File: config.mk
export PLATFORM = sky130hd
export DESIGN_NAME = mult_bcd_window_flat
export DESIGN_NICKNAME = d
export VERILOG_FILES = /design/src/rtl/mult_bcd_window_pkg.sv /design/src/rtl/mult_bcd_window_if.sv /design/src/rtl/mult_bcd_window_conv.sv /design/src/rtl/mult_bcd_window.sv /design/src/flat_wrapper.sv
export SDC_FILE = /design/constraint.sdc
export NUM_CORES = 1
export LEC_CHECK = 0
export CAP_MARGIN = 20
export CORE_MARGIN = 3
export CORE_UTILIZATION = 45
export CTS_CLUSTER_DIAMETER = 40
export DETAILED_ROUTE_END_ITERATION = 12
export PLACE_DENSITY_LB_ADDON = 0.05
export REMOVE_ABC_BUFFERS = 1
export SLEW_MARGIN = 15
export SYNTH_ARGS = -nofsm -noshare
export SYNTH_HDL_FRONTEND = slang
export SYNTH_SLANG_ARGS = --single-unit
File: constraint.sdc
create_clock -name clk -period 11.5 [get_ports clk]
set_input_delay 2.875 -clock clk [delete_from_list [all_inputs] [get_ports clk]]
set_output_delay 2.875 -clock clk [all_outputs]
set_load 0.02 [all_outputs]
File: src/rtl/mult_bcd_window_pkg.sv
// Shared types and constants for the signed multiplier with a BCD window display.
package mult_bcd_pkg;

    typedef enum logic [1:0] {
        ST_IDLE,
        ST_MULT,
        ST_CONV,
        ST_DONE
    } state_e;

    // Nibble shown in place of a leading zero when blanking is enabled.
    localparam logic [3:0] BLANK_DIGIT = 4'hF;

    // Ceiling log2 for parameter arithmetic; clog2(1) = 0.
    function automatic int clog2(input int v);
        int r;
        r = 0;
        for (int p = 1; p < v; p = p * 2) r++;
        return r;
    endfunction

endpackage

File: src/rtl/mult_bcd_window_if.sv
// Request/result bundle between a requester (master) and the multiplier (slave).
interface mult_bcd_window_if #(
    parameter int W      = 8,
    parameter int DIGITS = 5,
    parameter int WIN    = 3
);
    import mult_bcd_pkg::*;

    // Offset is at least one bit wide even when the window covers every digit.
    localparam int OFF_W = (clog2(DIGITS - WIN + 1) > 0) ? clog2(DIGITS - WIN + 1) : 1;

    logic               start;
    logic [W-1:0]       a;
    logic [W-1:0]       b;
    logic               shift_left;
    logic               shift_right;
    logic               busy;
    logic               done;
    logic               negative;
    logic [2*W-1:0]     magnitude;
    logic [4*WIN-1:0]   window;
    logic [OFF_W-1:0]   offset;

    modport master (
        output start, a, b, shift_left, shift_right,
        input  busy, done, negative, magnitude, window, offset
    );

    modport slave (
        input  start, a, b, shift_left, shift_right,
        output busy, done, negative, magnitude, window, offset
    );

endinterface

File: src/rtl/mult_bcd_window_conv.sv
// Sequential binary-to-BCD converter (double dabble), one bit per cycle.
// load_i performs the first shift directly: with an all-zero BCD register the
// add-3 correction can never fire, so loading and shifting in one cycle is exact.
// A full conversion is therefore load_i once followed by BW-1 step_i cycles.
module bcd_seq_converter #(
    parameter int BW     = 16,
    parameter int DIGITS = 5
) (
    input  logic                  clk_i,
    input  logic                  rst_ni,
    input  logic                  load_i,
    input  logic [BW-1:0]         bin_i,
    input  logic                  step_i,
    output logic [4*DIGITS-1:0]   bcd_o
);

    logic [BW-1:0]       bin_q, bin_d;
    logic [4*DIGITS-1:0] bcd_q, bcd_d, adj;

    // Add-3 correction per digit, then shift the binary MSB into the BCD LSB.
    always_comb begin
        adj   = bcd_q;
        bin_d = bin_q;
        bcd_d = bcd_q;
        for (int d = 0; d < DIGITS; d++) begin
            if (bcd_q[4*d +: 4] >= 4'd5) adj[4*d +: 4] = bcd_q[4*d +: 4] + 4'd3;
        end
        if (load_i) begin
            bcd_d = {{(4*DIGITS-1){1'b0}}, bin_i[BW-1]};
            bin_d = {bin_i[BW-2:0], 1'b0};
        end else if (step_i) begin
            bcd_d = {adj[4*DIGITS-2:0], bin_q[BW-1]};
            bin_d = {bin_q[BW-2:0], 1'b0};
        end
    end

    // Working registers.
    always_ff @(posedge clk_i or negedge rst_ni) begin
        if (!rst_ni) begin
            bin_q <= '0;
            bcd_q <= '0;
        end else begin
            bin_q <= bin_d;
            bcd_q <= bcd_d;
        end
    end

    assign bcd_o = bcd_q;

endmodule

File: src/rtl/mult_bcd_window.sv
// Signed shift-add multiplier with BCD conversion and a movable digit window.
// Optional feature: define MULT_BCD_LEADING_BLANK_EN to show digits above the
// most significant nonzero digit as BLANK_DIGIT.
module mult_bcd_window
    import mult_bcd_pkg::*;
#(
    parameter int W      = 8,
    parameter int DIGITS = 5,
    parameter int WIN    = 3
) (
    input  logic               clk,
    input  logic               rst,
    mult_bcd_window_if.slave   bus
);

    localparam int OFF_W = (clog2(DIGITS - WIN + 1) > 0) ? clog2(DIGITS - WIN + 1) : 1;
    localparam int CW    = clog2(2 * W) + 1;
    localparam logic [OFF_W-1:0] MAX_OFF = OFF_W'(DIGITS - WIN);

    logic [1:0]          rst_sync_q;
    logic                rst_n;
    state_e              state_q, state_d;
    logic [CW-1:0]       cnt_q, cnt_d;
    logic [2*W-1:0]      mcand_q, mcand_d, prod_q, prod_d;
    logic [W-1:0]        mplier_q, mplier_d;
    logic                sign_q, sign_d;
    logic [W-1:0]        abs_a, abs_b;
    logic [2*W-1:0]      mag_q;
    logic                neg_q;
    logic [4*DIGITS-1:0] bcd_q, conv_bcd;
    logic [OFF_W-1:0]    off_q, off_d;
    logic [4*WIN-1:0]    win;
    logic                conv_load, conv_step, finish;
    int                  idx;
    logic [3:0]          nib;
`ifdef MULT_BCD_LEADING_BLANK_EN
    int                  msd;
`endif

    // Reset asserts immediately but releases two clocks later, in step with clk.
    always_ff @(posedge clk or negedge rst) begin
        if (!rst) rst_sync_q <= '0;
        else      rst_sync_q <= {rst_sync_q[0], 1'b1};
    end
    assign rst_n = rst_sync_q[1];

    // Magnitudes in W unsigned bits: the most negative value maps to 2^(W-1).
    assign abs_a = bus.a[W-1] ? (~bus.a + W'(1)) : bus.a;
    assign abs_b = bus.b[W-1] ? (~bus.b + W'(1)) : bus.b;

    // Next state and phase counter: W multiply cycles, 2W conversion cycles.
    always_comb begin
        state_d = state_q;
        unique case (state_q)
            ST_IDLE: if (bus.start) state_d = ST_MULT;
            ST_MULT: if (cnt_q == CW'(W - 1)) state_d = ST_CONV;
            ST_CONV: if (cnt_q == CW'(2 * W - 1)) state_d = ST_DONE;
            default: state_d = ST_IDLE;
        endcase
        cnt_d = ((state_d == state_q) && (state_q == ST_MULT || state_q == ST_CONV))
                ? cnt_q + CW'(1) : '0;
    end

    // Operand capture on acceptance, then one shift-add step per MULT cycle.
    always_comb begin
        mcand_d  = mcand_q;
        mplier_d = mplier_q;
        prod_d   = prod_q;
        sign_d   = sign_q;
        if (state_q == ST_IDLE && bus.start) begin
            mcand_d  = {{W{1'b0}}, abs_a};
            mplier_d = abs_b;
            prod_d   = '0;
            sign_d   = bus.a[W-1] ^ bus.b[W-1];
        end else if (state_q == ST_MULT) begin
            if (mplier_q[0]) prod_d = prod_q + mcand_q;
            mcand_d  = {mcand_q[2*W-2:0], 1'b0};
            mplier_d = {1'b0, mplier_q[W-1:1]};
        end
    end

    // The converter is loaded with the final product on the last MULT edge and
    // stepped through all but the last CONV cycle, which hands the result over.
    assign conv_load = (state_q == ST_MULT) && (cnt_q == CW'(W - 1));
    assign conv_step = (state_q == ST_CONV) && (cnt_q != CW'(2 * W - 1));
    assign finish    = (state_q == ST_CONV) && (state_d == ST_DONE);

    bcd_seq_converter #(.BW(2 * W), .DIGITS(DIGITS)) u_conv (
        .clk_i  (clk),
        .rst_ni (rst_n),
        .load_i (conv_load),
        .bin_i  (prod_d),
        .step_i (conv_step),
        .bcd_o  (conv_bcd)
    );

    // Window position: shifts only while idle, simultaneous pulses cancel.
    always_comb begin
        off_d = off_q;
        if (state_q == ST_DONE) begin
            off_d = '0;
        end else if (state_q == ST_IDLE) begin
            if (bus.shift_left && !bus.shift_right && off_q != MAX_OFF)
                off_d = off_q + OFF_W'(1);
            else if (bus.shift_right && !bus.shift_left && off_q != '0)
                off_d = off_q - OFF_W'(1);
        end
    end

    // FSM, datapath and window position registers.
    always_ff @(posedge clk or negedge rst_n) begin
        if (!rst_n) begin
            state_q  <= ST_IDLE;
            cnt_q    <= '0;
            mcand_q  <= '0;
            mplier_q <= '0;
            prod_q   <= '0;
            sign_q   <= 1'b0;
            off_q    <= '0;
        end else begin
            state_q  <= state_d;
            cnt_q    <= cnt_d;
            mcand_q  <= mcand_d;
            mplier_q <= mplier_d;
            prod_q   <= prod_d;
            sign_q   <= sign_d;
            off_q    <= off_d;
        end
    end

    // Visible results change only as DONE is entered and hold until the next one.
    always_ff @(posedge clk or negedge rst_n) begin
        if (!rst_n) begin
            mag_q <= '0;
            neg_q <= 1'b0;
            bcd_q <= '0;
        end else if (finish) begin
            mag_q <= prod_q;
            neg_q <= sign_q && (prod_q != '0);
            bcd_q <= conv_bcd;
        end
    end

    // Window digits [offset+WIN-1 : offset], optionally blanking leading zeros.
    always_comb begin
        win = '0;
        idx = 0;
        nib = '0;
`ifdef MULT_BCD_LEADING_BLANK_EN
        msd = 0;
        for (int k = 0; k < DIGITS; k++) begin
            if (bcd_q[4*k +: 4] != 4'd0) msd = k;
        end
`endif
        for (int i = 0; i < WIN; i++) begin
            idx = int'(off_q) + i;
            nib = bcd_q[4*idx +: 4];
`ifdef MULT_BCD_LEADING_BLANK_EN
            if (idx > msd) nib = BLANK_DIGIT;
`endif
            win[4*i +: 4] = nib;
        end
    end

    assign bus.busy      = (state_q == ST_MULT) || (state_q == ST_CONV);
    assign bus.done      = (state_q == ST_DONE);
    assign bus.negative  = neg_q;
    assign bus.magnitude = mag_q;
    assign bus.window    = win;
    assign bus.offset    = off_q;

endmodule
File: src/flat_wrapper.sv
// flat-port wrapper written by rule: the top's interface ports become plain ports
module mult_bcd_window_flat import mult_bcd_pkg::*;
#(
    parameter int W      = 8,
    parameter int DIGITS = 5,
    parameter int WIN    = 3
)
  (clk, rst, bus_start, bus_a, bus_b, bus_shift_left, bus_shift_right, bus_busy, bus_done, bus_negative, bus_magnitude, bus_window, bus_offset);
  mult_bcd_window_if #(.W(W), .DIGITS(DIGITS), .WIN(WIN)) bus_i ();
  input  logic clk;
  input  logic rst;
  input wire logic [$bits(bus_i.start)-1:0] bus_start;
  input wire logic [$bits(bus_i.a)-1:0] bus_a;
  input wire logic [$bits(bus_i.b)-1:0] bus_b;
  input wire logic [$bits(bus_i.shift_left)-1:0] bus_shift_left;
  input wire logic [$bits(bus_i.shift_right)-1:0] bus_shift_right;
  output wire logic [$bits(bus_i.busy)-1:0] bus_busy;
  output wire logic [$bits(bus_i.done)-1:0] bus_done;
  output wire logic [$bits(bus_i.negative)-1:0] bus_negative;
  output wire logic [$bits(bus_i.magnitude)-1:0] bus_magnitude;
  output wire logic [$bits(bus_i.window)-1:0] bus_window;
  output wire logic [$bits(bus_i.offset)-1:0] bus_offset;
  assign bus_i.start = bus_start;
  assign bus_i.a = bus_a;
  assign bus_i.b = bus_b;
  assign bus_i.shift_left = bus_shift_left;
  assign bus_i.shift_right = bus_shift_right;
  assign bus_busy = bus_i.busy;
  assign bus_done = bus_i.done;
  assign bus_negative = bus_i.negative;
  assign bus_magnitude = bus_i.magnitude;
  assign bus_window = bus_i.window;
  assign bus_offset = bus_i.offset;
  mult_bcd_window #(.W(W), .DIGITS(DIGITS), .WIN(WIN)) u_core (.clk(clk), .rst(rst), .bus(bus_i));
endmodule
==> results of run 1 <==
## routing by layer
layer	part of all wire (%)	wire, um	vias to the layer above	GRT usage [%]
met5	0	0	-	0
met4	1.1	174	0	6.235
met3	3.6	551	10	4.122
met2	48	7351	91	31.95
met1	47	7105	2544	24.91
li1	-	-	2569	-
## cell families (layout without fill, tap and decap cells)
family | Yosys count | count (layout)
other | 1 | 1
flip-flops | 124 | 124
AND/OR/NAND/NOR | 228 | 228
multiplexers | 70 | 70
XOR/XNOR | 31 | 31
adder cells (fa/ha/maj) | 34 | 34
AO/OA/AOI/OAI | 161 | 161
buffers and inverters | 59 | 115
## metrics by stage
stage	hold slack (ps)	area (um2)	total power (uW)
after floorplan	331.2	6716	1023
after global placement	338.8	7538	1197
after detailed placement	342.0	7538	1214
after CTS	355.0	8172	1796
after global routing	365.6	8172	1893
final	352.0	8172	1783
## where the power goes
group	internal, uW	total, uW	switching [uW]
combinational	258	582	324
clock	369	574	204
sequential	521	627	106
total	1150	1780	635
## worst max path at each step
stage	end	start	depth (start not counted)	slack [ps]
floorplan	u_core.bcd_q[0]	bus_start	4	6790
global placement	u_core.bus.magnitude[0]	bus_start	5	6130
detailed placement	u_core.bus.magnitude[0]	bus_start	5	6070
CTS	bus_window[9]	u_core.bus.offset[0]	4	6150
global route	bus_window[10]	u_core.bus.offset[0]	4	6010
finish	bus_window[9]	u_core.bus.offset[0]	4	6200
## final cells by class
type	instances	area (um2)
clock buffer	19	442.9
clock inverter	13	190.2
fill	1296	6528
inverter	24	90.09
multi-input combinational	525	3536
sequential	124	3107
tap	184	230.2
timing repair buffer	59	575.6
## registers in the layout (all words and copies together) (netlist names)
| signal | cells |
|---|---|
| u_core.sign_q | 1 |
| u_core.bus.magnitude | 16 |
| u_core.mcand_q | 16 |
| u_core.bus.negative | 1 |
| u_core.u_conv.bcd_o | 20 |
| u_core.cnt_q | 5 |
| u_core.mplier_q | 8 |
| u_core.bus.offset | 2 |
| u_core.state_q | 2 |
| u_core.bcd_q | 20 |
| u_core.u_conv.bin_q | 15 |
| u_core.rst_sync_q | 2 |
| u_core.prod_q | 16 |
## cells in the final DEF, fill, tap and decap left out, drive strengths merged, types with 4 or more instances in the layout
cell / count
nor2: 50
mux2i: 30
a31oi: 9
mux4: 4
nand3b: 4
nand3: 15
o21a: 5
buf: 6
o21ai: 48
clkdlybuf4s50: 53
nand4: 4
clkbuf: 19
nand2b: 11
a21oi: 54
bufinv: 4
a211oi: 12
nor3: 10
xor2: 8
mux2: 36
o31ai: 5
inv: 25
clkinv: 4
dfrtp: 124
ha: 33
nor4: 5
nor2b: 10
a21o: 8
xnor2: 23
clkinvlp: 4
nand2: 104
==> impl_summary.txt, run 1 <==
----------------------------------------------------
[STA]
  Maximum achievable frequency ... ~190 MHz
  Minimum setup slack in the final design ... ~6200 ps
  Slew at the pin closest to its max-slew limit ... a little over 900 ps
  Number of max-slew violations in the final report ... 0
  Setup violations, final ... 0
  RSZ-0062 raised after global routing ... no
  Fin crit period ... between 5000 and 6000 ps
  Max-slew headroom at the worst pin ... 38.06%
  Part of the cycle the worst path needs ... about 46%
  Worst setup skew after layout ... approximately 8.1 ps
  Number of hold violations in the final report ... 0
  Post-Route Setup TNS ... 0 ps

[Critical path]
  Type of element launching the critical path ... register
  Largest delay share family, worst path ... flip-flops
  Required @ worst endpoint ... 8630 ps
  Worst path arrival time ... roughly 2400 ps
  Cell with the largest stage delay on the worst path ... dfrtp_1
  Critical R2R Launch ... u_core.state_q[0]
  Critical path cell sequence ... nor2b_1, nand2_1, o21ai_0, clkdlybuf4s50_1
  R2R cell count ... 6
  R2R Path End ... u_core.bus.magnitude[0]
  Highest fanout seen on the critical path ... 22
  Reg2reg setup slack ... 8740 ps
  Endpoint type of the worst setup path ... output port
  Slowest Stage Delay on Critical Path ... approximately 800 ps
  Setup Crit Path Kind ... reg -> out
  Worst Path Buf+Inv ... 1

[Place]
  Pre-CTS setup slack ... about 6100 ps
  Post-detailed-placement half-perimeter wirelength ... between 10 and 15 mm
  Last weighted congestion value of the routability-driven placer ... ~0.87
  Count of buffers inserted at the top-level ports ... 53
  DP Cell Count ... approximately 920

[Min path]
  Worst hold path depth ... 0
  Hold path startpoint ... u_core.rst_sync_q[0]
  Hold endpoint ... u_core.rst_sync_q[1]
  Path type of the worst min-delay path ... reg -> reg

[Synth]
  Post-synth top area cell ... dfrtp_1
  Post-synth EDFFs ... 0
  Count of warnings emitted by yosys ... 0
  Mux contribution to synthesized area ... 11.61%
  Post-Synthesis Mean Instance Area ... slightly below 10 um2
  Cell Area, Synth ... between 6000 and 7000 um2
  Most used standard cell by instance count after synthesis ... dfrtp_1
  Synthesized netlist cell count ... ~710
  Yosys top cell area share ... 45.27%
  Fraction of the mapped netlist area in compound gates ... approximately 14%
  Xor/xnor share of the synthesized area ... roughly 4.0%
  Post-Synth Simple-Gate Area ... between 15 and 20%
  Share of synthesized area occupied by flip-flops and latches ... between 40% and 50%
  Async set-reset flop share out of synthesis ... 100.0%
  Synth area leaders ... dfrtp_1, ha_1, mux2_2
  Leading post-synthesis cells by instance count ... dfrtp_1, nand2_1, a21oi_1
  Top FF cell, synth ... dfrtp_1
  Number of different library cells in the post-synthesis netlist ... between 50 and 60
  Flip-flop and latch count after synthesis ... between 100 and 150
  Combinational family with the most area after synthesis ... simple AND/OR/NAND/NOR gates
  Post-synthesis adder-cell area fraction ... 6.316%

[Clock tree]
  Library cell used as clock root buffer ... clkbuf_16
  Clock latency at the later pin of the worst-skew pair ... roughly 420 ps
  Number of cells upsized or downsized after cts ... 0
  Hold Buf Count CTS ... 0
  CTS clock-pin slew for the worst setup and hold paths ... approximately 60 ps
  Maximum clock insertion buffer count ... 2
  Number of buffers inserted to repair setup after CTS ... 0
  Clock tree from TritonCTS ... yes
  Number of clock sinks ... around 120
  Number of buffers added by the clock tree synthesis step ... 17
  H-tree levels ... 4

[Floorplanning]
  Std-Cell Rows ... 44
  Overall die height ... between 100 and 150 um
  Chip width ... between 100 and 150 um
  Area inside the core boundary ... roughly 15000 um2
  Num ports ... 54
  Floorplan die area ... roughly 17000 um2
  Initial cell density of the core ... a little under half

[Global routing]
  Via count of the first global-routing pass ... approximately 5k
  First-pass GRT wire length ... ~26 mm
  Largest net degree at the start of global routing ... 69
  Congestion Overflow GR ... 0
  Antenna violations before repair ... 0
  GRT Overall Usage ... 19.12%

[Pwr]
  Leakage power figure ... about 0.0037 uW
  Power Density ... around 220 nW/um2
  Peak ir drop on the vdd network ... roughly 0.12 mV

[Routing]
  DR DRC count ... 0
  Via count ... roughly 5.2k
  Count of routing violations after the opening detailed-route iteration ... 273
  Total routed wirelength ... around 15 mm
  Post-DR vias/cell ... 5.500
  Post-route antenna net violation count ... 0
  Drt wl/cell ... between 15 and 20 um
  First-pass detailed-route iteration total ... 4

[Cells and area]
  Share of post-route cells with drive strength above 1 ... between 10 and 15%
  Non-Filler Instances ... between 900 and 1k
  Number of inserted diodes ... 0
  Nets@finish ... around 800
  Area growth from synthesis to layout ... 19.22%
  Post-layout utilization of the core ... 55.59%

[Run status]
  Status ... completed

[Run]
  Max capacitance violation total ... 0

----------------------------------------------------
No activity file was read; power rests on OpenSTA's default activity.
==> run 2, diff against run 1 <==
clock period = 4.4 ns   (was 11.5 ns; I/O delays follow)
==> run 2 against run 1 <==
Utilization decreased by 0.11 points. Sequential power rose to 2.6 times the previous value. First-iteration DRC count rose by 3.3%. Register-to-register slack got worse by 7000 ps. Routed wire length up 1.5%. Global-route usage rose by 0.74 points.
==> impl_summary.txt, run 2 (synthesis gave the netlist of run 1 again) <==
----------------------------------------------------
[Routing]
  Post-DR vias/cell ... 5.529
  Routed metal-1 wire length ... roughly 7 mm
  Detail Route met2 WL ... ~7.4 mm
  Wire length on met3 ... 492 um
  Via count ... between 5k and 6k
  Count of routing violations after the opening detailed-route iteration ... between 200 and 300
  DR DRC count ... 0
  Total routed wirelength ... about 15 mm
  Post-route antenna net violation count ... 0
  First-pass detailed-route iteration total ... 5
  Uppermost metal layer occupied by signal nets ... met4
  Drt wl/cell ... ~16 um

[Clock tree]
  Number of clock sinks ... around 120
  Library cell used as clock root buffer ... clkbuf_16
  CTS clock-pin slew for the worst setup and hold paths ... approximately 60 ps
  Hold Buf Count CTS ... 0
  Clock tree from TritonCTS ... yes
  H-tree levels ... 4
  Clock latency at the later pin of the worst-skew pair ... about 420 ps
  Number of cells upsized or downsized after cts ... 0
  Maximum clock insertion buffer count ... 2
  Number of buffers inserted to repair setup after CTS ... 0
  Number of buffers added by the clock tree synthesis step ... 17

[Pwr]
  Power Density ... 555.4 nW/um2
  Total chip power ... roughly 4500 uW
  Logic gate share of total power ... 33.4%
  Sequential share of power ... 36.1%
  Power share of the clock group ... a little under a third
  Internal portion of total power ... roughly 2900 uW
  Peak ir drop on the vdd network ... around 0.3 mV
  Switching power ... around 1600 uW
  Leakage power figure ... between 0.003 and 0.004 uW
  Switching power share of the total ... roughly 35%

[STA]
  Slew at the pin closest to its max-slew limit ... between 700 and 800 ps
  Worst setup skew after layout ... 8.059 ps
  Setup violations, final ... 0
  Max-slew headroom at the worst pin ... 51.92%
  Number of hold violations in the final report ... 0
  Post-Route Setup TNS ... 0 ps
  Number of max-slew violations in the final report ... 0
  Maximum achievable frequency ... between 200 and 300 MHz
  Part of the cycle the worst path needs ... between 70 and 80%
  Fin crit period ... ~3500 ps
  RSZ-0062 raised after global routing ... no

[Critical path]
  R2R cell count ... 8
  Type of element launching the critical path ... register
  Endpoint type of the worst setup path ... output port
  Reg2reg setup slack ... approximately 1800 ps
  R2R Path End ... u_core.u_conv.bin_q[7]
  Cell with the largest stage delay on the worst path ... dfrtp_1
  Slowest Stage Delay on Critical Path ... about 800 ps
  Critical R2R Launch ... u_core.state_q[1]
  Worst path arrival time ... between 2000 and 2500 ps
  Critical Path Start ... u_core.bus.offset[0]
  Critical path cell sequence ... nor2b_1, nand2_1, o21ai_0, clkdlybuf4s50_1
  Highest fanout seen on the critical path ... 22
  Setup Crit Path Kind ... reg -> out
  Required @ worst endpoint ... 3300 ps

[Run status]
  Status ... completed

[Cells and area]
  Share of post-route cells with drive strength above 1 ... a little under an eighth
  Number of inserted diodes ... 0
  Leading cell types in the layout, fill and taps excluded ... dfrtp_1, nand2_1, a21oi_1
  Post-layout utilization of the core ... a little under three fifths
  Nets@finish ... between 800 and 900
  Area growth from synthesis to layout ... 18.99%
  Most common cell after layout, fill and taps aside ... dfrtp_1

[Floorplanning]
  Chip width ... 129.4 um
  Initial cell density of the core ... a little under half
  Num ports ... 54
  Std-Cell Rows ... 44
  Overall die height ... between 100 and 150 um
  Floorplan die area ... roughly 17000 um2
  Area inside the core boundary ... 14700 um2

[Place]
  Count of buffers inserted at the top-level ports ... 53
  Post-detailed-placement half-perimeter wirelength ... between 10 and 15 mm
  Last weighted congestion value of the routability-driven placer ... 0.9026

[Global routing]
  Via count of the first global-routing pass ... 5267
  Largest net degree at the start of global routing ... 52
  Antenna violations before repair ... 0
  GRT Overall Usage ... around a fifth
  First-pass GRT wire length ... approximately 26 mm
  Congestion Overflow GR ... 0

[Min path]
  Path type of the worst min-delay path ... reg -> async

[Run]
  Max capacitance violation total ... 0

----------------------------------------------------
## run 2: cell count changes in the layout (fill, tap and decap cells not counted), sizes merged
| cell | before | now |
|---|---|---|
| clkbuf | 19 | 24 |
| clkinvlp | 4 | 0 |
| buf | 6 | 9 |
| bufinv | 4 | 2 |
| clkinv | 4 | 6 |
| inv | 25 | 24 |
## run 2: worst max path at each step
stage                                 end  cells past startpoint  slack, ps
after floorplan           u_core.cnt_q[2]                      8        560
after global placement    u_core.bcd_q[5]                      7       1170
after detailed placement  u_core.bcd_q[6]                      7       1130
after CTS                   bus_window[0]                      2        920
after global routing       bus_window[11]                      4        720
final                      bus_window[11]                      4        940
## run 2: cell type report
type                    count  area (um2)
clock buffers              24       491.7
clock inverters             8       90.09
fillers                  1317        6544
inverters                  24       90.09
multi-input cells         525        3536
flip-flops and latches    124        3107
well taps                 184       230.2
repair buffers             62       610.6
## run 2: through the flow
step / hold slack [ps] / std cells / worst slack, ps / area [um2]
3_5_place_dp: 330.2 / 919 / 1127 / 7574
4_1_cts: 338.1 / 951 / 915.2 / 8155
5_1_grt: 367.2 / 951 / 718.2 / 8155
3_3_place_gp: 327.6 / 919 / 1166 / 7574
2_1_floorplan: 331.2 / 673 / 563.9 / 6716
6_report: 317.9 / 951 / 943.1 / 8155
## run 2: layer usage
metal / vias up / GRT usage [%]
met5: - / 0
met1: 2580 / 25.86
met2: 83 / 32.62
li1: 2571 / -
met4: 0 / 7.029
met3: 24 / 4.699
## run 2: power by group through the flow
| stage | registers (uW) | clock network [uW] | logic (uW) |
|---|---|---|---|
| 6_report | 1640 | 1380 | 1510 |
| 5_1_grt | 1670 | 1460 | 1700 |
| 4_1_cts | 1630 | 1410 | 1530 |
| 3_5_place_dp | 1650 | 0 | 1530 |
| 3_3_place_gp | 1650 | 0 | 1490 |
| 2_1_floorplan | 1610 | 0 | 1060 |
## run 2: worst max-delay path: cells and delay by family (launching register included)
kind                   cells  cell delay, ps
AO/OA/AOI/OAI              1              80
flip-flops                 1             790
buffers and inverters      1             630
AND/OR/NAND/NOR            2             450
==> patch (settings of run 2) <==
Add a define of `MULT_BCD_LEADING_BLANK_EN`.
--- a/src/rtl/mult_bcd_window.sv
+++ b/src/rtl/mult_bcd_window.sv
@@ -1,6 +1,8 @@
 // Signed shift-add multiplier with BCD conversion and a movable digit window.
 // Optional feature: define MULT_BCD_LEADING_BLANK_EN to show digits above the
 // most significant nonzero digit as BLANK_DIGIT.
+`define MULT_BCD_LEADING_BLANK_EN
+
 module mult_bcd_window
     import mult_bcd_pkg::*;
 #(
Formal check against the unedited RTL: not equivalent (Yosys sat finds a counterexample within 4 cycles, from zero or initial values and one cycle with rst low).
==> patch against run 2 <==
Die area grew 5.5%. Total power up 7.2%. Non-clock buffer count rose by 2. Final area is 5.5% higher. Routed wire length grew 8.9%. Worst setup slack got worse by 760 ps. Synthesized area increased by 5.8%. Sequential cell count unchanged.
==> patch: results (changes against run 2) <==
[placed_design]
place_inst=1002  ; was 919
placed_cell_area_um2=8010  ; was 7570 µm²
preCtsSetupSlack_ps=232  ; was 1130 ps
gp_congestion=0.923  ; was 0.903
dp_hpwl_mm=12.2  ; was 10.7 mm

[worst_setup_path]
cp_top_family=simple AND/OR/NAND/NOR gates  ; was flip-flops
worst_r2r_path_depth=7  ; was 8
critical_path_peak_fanout=4  ; was 22
critPathMaxStageDelay_ps=590  ; was 790 ps
crit_arrival_ps=3120  ; was 2360 ps
cpMaxStageDelayCell=or4_1  ; was dfrtp_1

[yosys]
muxShareOfSynthArea_pct=11.2  ; was 11.6%
synth_compound_area_share_pct=14.9  ; was 14.3%
ys_seq_area_share_pct=42.8  ; was 45.3%
synthAdderAreaFrac_pct=7.69  ; was 6.32%
synthTopCellsByCount=dfrtp_1, nand2_1, nor2_1  ; was dfrtp_1, nand2_1, a21oi_1
synth_enable_flop_cells=0  ; unchanged
synth-xor-area-share_pct=3.38  ; was 3.96%
synth.distinct_cells=59  ; was 58
synth_top_cells_by_area=dfrtp_1, ha_1, mux2_2, mux2i_1, nand2_1  ; was dfrtp_1, ha_1, mux2_2, nand2_1, mux2i_1
netlist_instances=763  ; was 708

[cts]
worstSkewPairLatency_ps=420  ; about the same
path_clk_slew_ps=60  ; about the same
clockRootBuffer=clkbuf_16  ; unchanged
cts_max_level=4  ; unchanged
clock_path_buffers=2  ; unchanged

[power]
peakVddDrop_v=0.000292  ; was 0.000295 V
p_int_w=0.00302  ; was 0.00293 W
total_leakage_power_nw=3.86  ; was 3.72 nW

[timing]
fin_skew_ps=8.83  ; was 8.06 ps
relSlewSlack_pct=40.8  ; was 51.9%

[routing]
via_per_inst=5.49  ; was 5.53
dr.pass1.iters=5  ; unchanged
wl_mm=16.8  ; was 15.4 mm
wl_met3_um=577  ; was 492 µm
m1WireLength_mm=7.48  ; was 7.20 mm
drt_iter0_markers=285  ; was 282
wl_met2_mm=8.34  ; was 7.37 mm
num_vias=5680  ; was 5258

[global_route]
grt_use_total_pct=19.7  ; was 19.9%
grt_pass1_wl_mm=28.2  ; was 26.2 mm
use_met3_pct=4.79  ; was 4.70%
grt_max_degree=67  ; was 52
use_met1_pct=24.1  ; was 25.9%
grt_util_met2_pct=34.0  ; was 32.6%
antenna_found_initial=0  ; unchanged
grt_pass1_vias=5631  ; was 5267

[outcome]
outcome=complete, no violations  ; unchanged

[cells_and_area]
layout-drive-gt1-share_pct=11.7  ; was 11.6%
layout.nets=875  ; was 809

[min_path]
hp-class=flop to flop  ; was flop to async pin

==> patch: cell count changes after synthesis, sizes merged, moves of 5 or more <==
cell	run 2	this run
a211o	1	6
and2	3	8
ha	33	43
inv	24	31
mux2i	30	36
nand2	104	94
nor2	50	67
nor2b	10	5
o22ai	3	9
==> patch: kinds of logic after synthesis <==
logic type / Yosys count
and+or+nand+nor: 250
AOI/OAI and AO/OA: 172
DFF: 124
muxes: 76
buffers and inverters: 68
adders and majority gates: 44
xor gates and xnor gates: 28
other: 1
==> patch: final timing paths <==
| kind | startpoint | end | slack [ps] |
|---|---|---|---|
| worst max-delay path | u_core.bcd_q[13] | bus_window[5] | 180 |
| worst min-delay path | u_core.rst_sync_q[0] | u_core.rst_sync_q[1] | 360 |
| worst max register to register | u_core.state_q[0] | u_core.bcd_q[8] | 1850 |
| worst min register to register | u_core.rst_sync_q[0] | u_core.rst_sync_q[1] | 360 |
| max in group asynchronous | u_core.rst_sync_q[1] | u_core.mcand_q[8] | 3170 |
| min in group asynchronous | u_core.rst_sync_q[1] | u_core.u_conv.bcd_o[6] | 450 |
==> patch: power by group through the flow <==
stage	combinational (W)	sequential (W)	clock, W
6_report	0.00193	0.00157	0.00136
5_1_grt	0.00214	0.00161	0.00146
4_1_cts	0.00195	0.00157	0.00139
3_5_place_dp	0.00193	0.00159	0
3_3_place_gp	0.00189	0.00159	0
2_1_floorplan	0.00128	0.00159	0
==> patch: repair_timing <==
item                       4_1_cts  5_1_grt
gates resized for setup          6        3
setup endpoints to repair        8        3
pin swaps                        0        0
buffers inserted                 0        0
==> patch: cell type report <==
cell class,count,area [µm²]
Fill cell,1385,6880
Multi-Input combinational cell,571,3900
Sequential cell,124,3110
Timing Repair Buffer,64,632
Clock buffer,20,457
Tap cell,211,264
Clock inverter,12,121
Inverter,32,120
